`src/rtl/pipe_skid_reg.sv`:
```
// Pipeline-stage register with valid/ready handshake and a 2-entry skid buffer.
// Latency: 1 cycle from accept edge to out_valid/out_data. All outputs are flop outputs.
// Backpressure: with out_ready low, at most one more beat is taken into skid_q, then in_ready drops.
//
// Ports:
//   clk, rst               clock (rising edge), asynchronous active-high reset
//   clr                    synchronous flush; empties the stage and reloads RESET_VAL
//   in_valid/in_ready      upstream handshake; in_ready is registered
//   in_data                upstream payload
//   out_valid/out_ready    downstream handshake
//   out_data               payload, driven straight from main_q
//   level                  occupancy 0..2
module pipe_skid_reg #(
  parameter int unsigned        WIDTH     = 32,
  parameter logic [WIDTH-1:0]   RESET_VAL = {WIDTH{1'b0}}
) (
  input  logic             clk,
  input  logic             rst,
  input  logic             clr,
  input  logic             in_valid,
  output logic             in_ready,
  input  logic [WIDTH-1:0] in_data,
  output logic             out_valid,
  input  logic             out_ready,
  output logic [WIDTH-1:0] out_data,
  output logic [1:0]       level
);

  // Encodings double as the occupancy count so level is a straight copy.
  typedef enum logic [1:0] {
    EMPTY = 2'd0,
    ONE   = 2'd1,
    TWO   = 2'd2
  } state_t;

  state_t           state_q, state_d;
  logic [WIDTH-1:0] main_q, main_d;
  logic [WIDTH-1:0] skid_q, skid_d;
  logic             in_ready_q;
  logic             out_valid_q;
  logic [1:0]       level_q;

  logic accept;
  logic consume;

  // Handshakes use the registered flags, so in_ready never sees out_ready
  // combinationally.
  assign accept  = in_valid && in_ready_q;
  assign consume = out_valid_q && out_ready;

  // Next-state and datapath selection.
  always_comb begin
    state_d = state_q;
    main_d  = main_q;
    skid_d  = skid_q;

    if (clr) begin
      // Flush wins over any handshake in the same cycle: the offered beat
      // and the presented beat are both discarded.
      state_d = EMPTY;
      main_d  = RESET_VAL;
      skid_d  = RESET_VAL;
    end else begin
      unique case (state_q)
        EMPTY: begin
          if (accept) begin
            main_d  = in_data;
            state_d = ONE;
          end
        end
        ONE: begin
          if (accept && consume) begin
            main_d = in_data;
          end else if (consume) begin
            // main_q intentionally keeps the stale beat; out_valid masks it.
            state_d = EMPTY;
          end else if (accept) begin
            skid_d  = in_data;
            state_d = TWO;
          end
        end
        TWO: begin
          // in_ready_q is low here, so accept cannot occur.
          if (consume) begin
            main_d  = skid_q;
            state_d = ONE;
          end
        end
        default: begin
          state_d = EMPTY;
        end
      endcase
    end
  end

  // State, storage and output flags. The flags are computed from the next
  // state so they line up with the state on the same edge while still
  // coming straight out of flops.
  always_ff @(posedge clk or posedge rst) begin
    if (rst) begin
      state_q     <= EMPTY;
      main_q      <= RESET_VAL;
      skid_q      <= RESET_VAL;
      in_ready_q  <= 1'b1;
      out_valid_q <= 1'b0;
      level_q     <= 2'd0;
    end else begin
      state_q     <= state_d;
      main_q      <= main_d;
      skid_q      <= skid_d;
      in_ready_q  <= (state_d != TWO);
      out_valid_q <= (state_d != EMPTY);
      level_q     <= state_d;
    end
  end

  assign in_ready  = in_ready_q;
  assign out_valid = out_valid_q;
  assign out_data  = main_q;
  assign level     = level_q;

endmodule

```
`config.mk`:
```
export PLATFORM = sky130hd
export DESIGN_NAME = pipe_skid_reg
export DESIGN_NICKNAME = d
export VERILOG_FILES = /design/src/rtl/pipe_skid_reg.sv
export SDC_FILE = /design/constraint.sdc
export NUM_CORES = 1
export LEC_CHECK = 0
export ABC_AREA = 1
export CAP_MARGIN = 40
export CELL_PAD_IN_SITES_DETAIL_PLACEMENT = 0
export CELL_PAD_IN_SITES_GLOBAL_PLACEMENT = 1
export CORE_UTILIZATION = 41
export CTS_BUF_LIST = sky130_fd_sc_hd__clkbuf_8
export DETAILED_ROUTE_END_ITERATION = 10
export MAX_ROUTING_LAYER = met4
export PLACE_DENSITY = 0.85
export SYNTH_ARGS = -nofsm -noshare
export SYNTH_HDL_FRONTEND = slang
export SYNTH_SLANG_ARGS = --single-unit
```
`constraint.sdc`:
```
create_clock -name clk -period 4.8 [get_ports clk]
set_input_delay 1.44 -clock clk [delete_from_list [all_inputs] [get_ports clk]]
set_output_delay 1.44 -clock clk [all_outputs]
set_load 0.02 [all_outputs]
```
==> summary by stage <==
Final layout
Leaving out fill and tap cells, the most frequent cells in the layout are sky130_fd_sc_hd__nand2_1, sky130_fd_sc_hd__nand3_1, sky130_fd_sc_hd__clkdlybuf4s50_1. The number of antenna diodes in the final layout is 0. The post-layout instance count excluding filler cells is 588.

The library cell used most frequently in the layout, excluding fill and tap cells, is sky130_fd_sc_hd__nand2_1. After filler insertion, the fill cell instance count of the layout stands at 744. The synthesis-to-layout area growth is 29.1%. In the final layout, the share of cells above drive strength 1 is 7.41%. After the last flow step, the layout net total stands at 518.

Timing
The final critical-path required period is 3.46 ns. Setup repair after global routing left no endpoint under its margin. The final-report setup violation count is 0.

The worst clock skew is 0.00820 ns. The number of slew-limit violations in the final report was 0. At the pin with the least slew margin, the transition time is 0.737 ns. The highest clock rate is 289 MHz. The worst max-slew margin expressed relative to the limit is 50.7%. Setup total negative slack on the finished layout was measured at 0 ns. The final worst-path cycle share is 72.0%. The final-report hold violation count is 0.

Drt
The post-detailed-route DRC marker count is 0. The via density per instance is 5.50. The overall routed net length is 9660 um. Dividing the detail-routed wire length by the instance count gives 16.4 um. Once detail routing completed, the nets flagged for antenna violations numbered 0.

The vias after detailed routing is 3232. The iteration count of the initial detailed-routing pass is 4. The first-iteration detailed-routing DRC count is 286.

Placed design
The number of port buffers is 72. The global placement routability congestion is 0.789. The wire-length estimate of the detail-placed layout is 5950 um. Once placement completed, the tool counted placed cells totaling 572.

Pwr
Net switching is 33.7% of the power. Dividing total power by cell area gives a power density of 381 nW/um^2. The analysis attributes to cell leakage a power of 2.16 nW. The portion of total power attributed to combinational logic is 28.6%. The analysis attributes to net switching a power of 0.553 mW. IR analysis of the VDD net gives a maximum drop of 0.154 mV.

The share of total power dissipated in the clock network is 29.7%. Cell internal power was estimated by the tool at 1.09 mW. The portion of total power attributed to sequential cells is 41.7%.

Setup path
The critical path class is input pin to register. The startpoint kind of the worst setup timing path is an input pin. At the worst endpoint, the arrival time is 3.69 ns. On the critical path, the stage with the largest delay is an instance of sky130_fd_sc_hd__clkdlybuf4s50_1. The required time of the critical path is 5.03 ns. The most repeated library cell on the critical path is sky130_fd_sc_hd__nand2_1. Walking the worst path, the cells encountered are clkdlybuf4s50_1, buf_4, nor2_1, nand2_1, nand2_2, nand2_1, nand2_1. The largest incremental delay on the critical path is 0.52 ns. Along the worst path, the maximum fanout reaches 34.

The capturing element type of the critical path is a register.

Synth
After synthesis, the mean cell area works out to 7.89 sq um. The number of synthesized register bits is 68. The part of the Yosys area used for sequential elements is 51.0%. The number of different library cells used by synthesis comes to 18. Synthesis produced 423 cells. Counting every net in the synthesized netlist gives 460. The number of synthesis warnings is 0. The post-synth design cell area is 3340 sq um.

Global routing
The first global-routing pass estimated 15900 um of wire. Entering global routing, the biggest net connects 38 pins. The number of global-route vias before repair is 3080.

The total global-route track usage is 24.9%. Summed over all layers, the global routing overflow is 0. The number of antenna violations at the first check in global routing is 0.

Floorplanning
In this run the count of I/O pins placed on the die edge is 73. The die span in y is 92.2 um. The initial core utilization is 42.8%. The area of the die is 8510 sq um. The core outline area is 7810 sq um.

In this run the core area contains 32 standard-cell rows. In this run the horizontal extent of the chip is 92.2 um.

CTS
The number of gates resized after CTS was 0. The clock edge transition at the registers on the reported setup and hold paths is 0.07 ns. The clock latency of the later-clocked register in the worst-skew pair is 0.34 ns. The TritonCTS clock tree is yes. The total clock buffers created by CTS is 9. In this run the post-CTS setup repair buffer count came out at 0. The number of buffers on the longest clock path is 2. Counting every sink on the clock net gives 68. The H-tree was split into 3 levels.

The cell sitting at the root of the clock tree is a sky130_fd_sc_hd__clkbuf_8. The quantity of hold-fixing buffers added after cts is 0.

Job
The number of maximum-capacitance constraint violations is 0.

Run status
The run finished with clean final reports.

Min path
The worst hold path belongs to the class register to register.
==> routing by layer <==
metal,part of all wire [%],wire (um),GRT usage (%),vias to the layer above
met5,0,0,-,-
met4,1.6,157,9.64,0
met3,5.6,537,2.99,15
met2,47,4510,37.2,125
met1,46,4460,34.8,1570
li1,-,-,-,1522
==> kinds of logic (layout without fill, tap and decap cells) <==
kind of cell,after synthesis,in the layout,share of synthesized area (%)
and+or+nand+nor,278,278,37.1
AOI/OAI and AO/OA,34,34,5.10
DFF,68,68,51.0
buffers and inverters,43,106,6.82
==> cells in the mapped netlist, drive strengths merged <==
| cell type | number | area share [%] |
|---|---|---|
| nand2 | 141 | 16 |
| nand3 | 131 | 20 |
| dfrtp | 67 | 50 |
| a21oi | 34 | 5.1 |
| buf | 31 | 5.4 |
| inv | 8 | 0.97 |
| nor2 | 5 | 0.94 |
| clkbuf | 4 | 0.45 |
| dfstp | 1 | 0.79 |
| nor3 | 1 | 0.49 |
==> path summary, 6_finish.rpt <==
path | cells after the start | slack (ns) | start | endpoint
setup / recovery | 7 | 1.34 | clr | out_data[30]$_DFFE_PP0P_
hold reg to reg | 2 | 0.47 | out_data[15]$_DFFE_PP0P_ | out_data[15]$_DFFE_PP0P_
max in group asynchronous | 4 | 2.59 | rst | out_data[13]$_DFFE_PP0P_
hold / removal | 2 | 0.47 | out_data[15]$_DFFE_PP0P_ | out_data[15]$_DFFE_PP0P_
setup reg to reg | 8 | 1.73 | level[0]$_DFF_PP0_ | out_data[30]$_DFFE_PP0P_
min in group asynchronous | 2 | 1.42 | rst | level[0]$_DFF_PP0_
==> worst max-delay path, delay by kind of cell <==
kind,cells,cell delay (ns)
simple gates,5,1.31
buf+inv,2,0.92
==> stage by stage <==
| step | instance area (sq um) | power, mW | utilization, % | setup WS, ns | hold slack, ns |
|---|---|---|---|---|---|
| after floorplan | 3340 | 0.961 | - | 1.65 | 0.469 |
| after global placement | 4040 | 1.15 | 51.8 | 1.02 | 0.455 |
| after detailed placement | 4110 | 1.17 | 52.6 | 0.983 | 0.462 |
| after CTS | 4310 | 1.65 | 55.2 | 1.35 | 0.481 |
| after global routing | 4310 | 1.72 | 55.2 | 1.08 | 0.494 |
| final | 4310 | 1.64 | 55.2 | 1.34 | 0.474 |
==> registers in the layout, summed over array words and instances (netlist names) <==
| name | cells |
|---|---|
| out_data | 32 |
| in_ready | 1 |
| skid_q | 32 |
| level | 2 |
| out_valid | 1 |
==> final cells by class <==
cell class	instances	area, sq um	area share [%]
clock buffer	11	151	3.51
clock inverter	5	51.3	1.19
inverter	8	32.5	0.755
multi-input combinational	312	1410	32.7
sequential	68	1700	39.5
tap	102	128	2.96
timing repair buffer	82	836	19.4
==> power by group through the flow <==
stage	Sequential (mW)	Combinational (mW)	Clock, mW
final	0.684	0.469	0.486
after global routing	0.692	0.511	0.518
after CTS	0.684	0.472	0.489
after detailed placement	0.695	0.471	0
after global placement	0.694	0.454	0
after floorplan	0.751	0.209	0
Note: power is estimated with default switching activity, not from simulation.
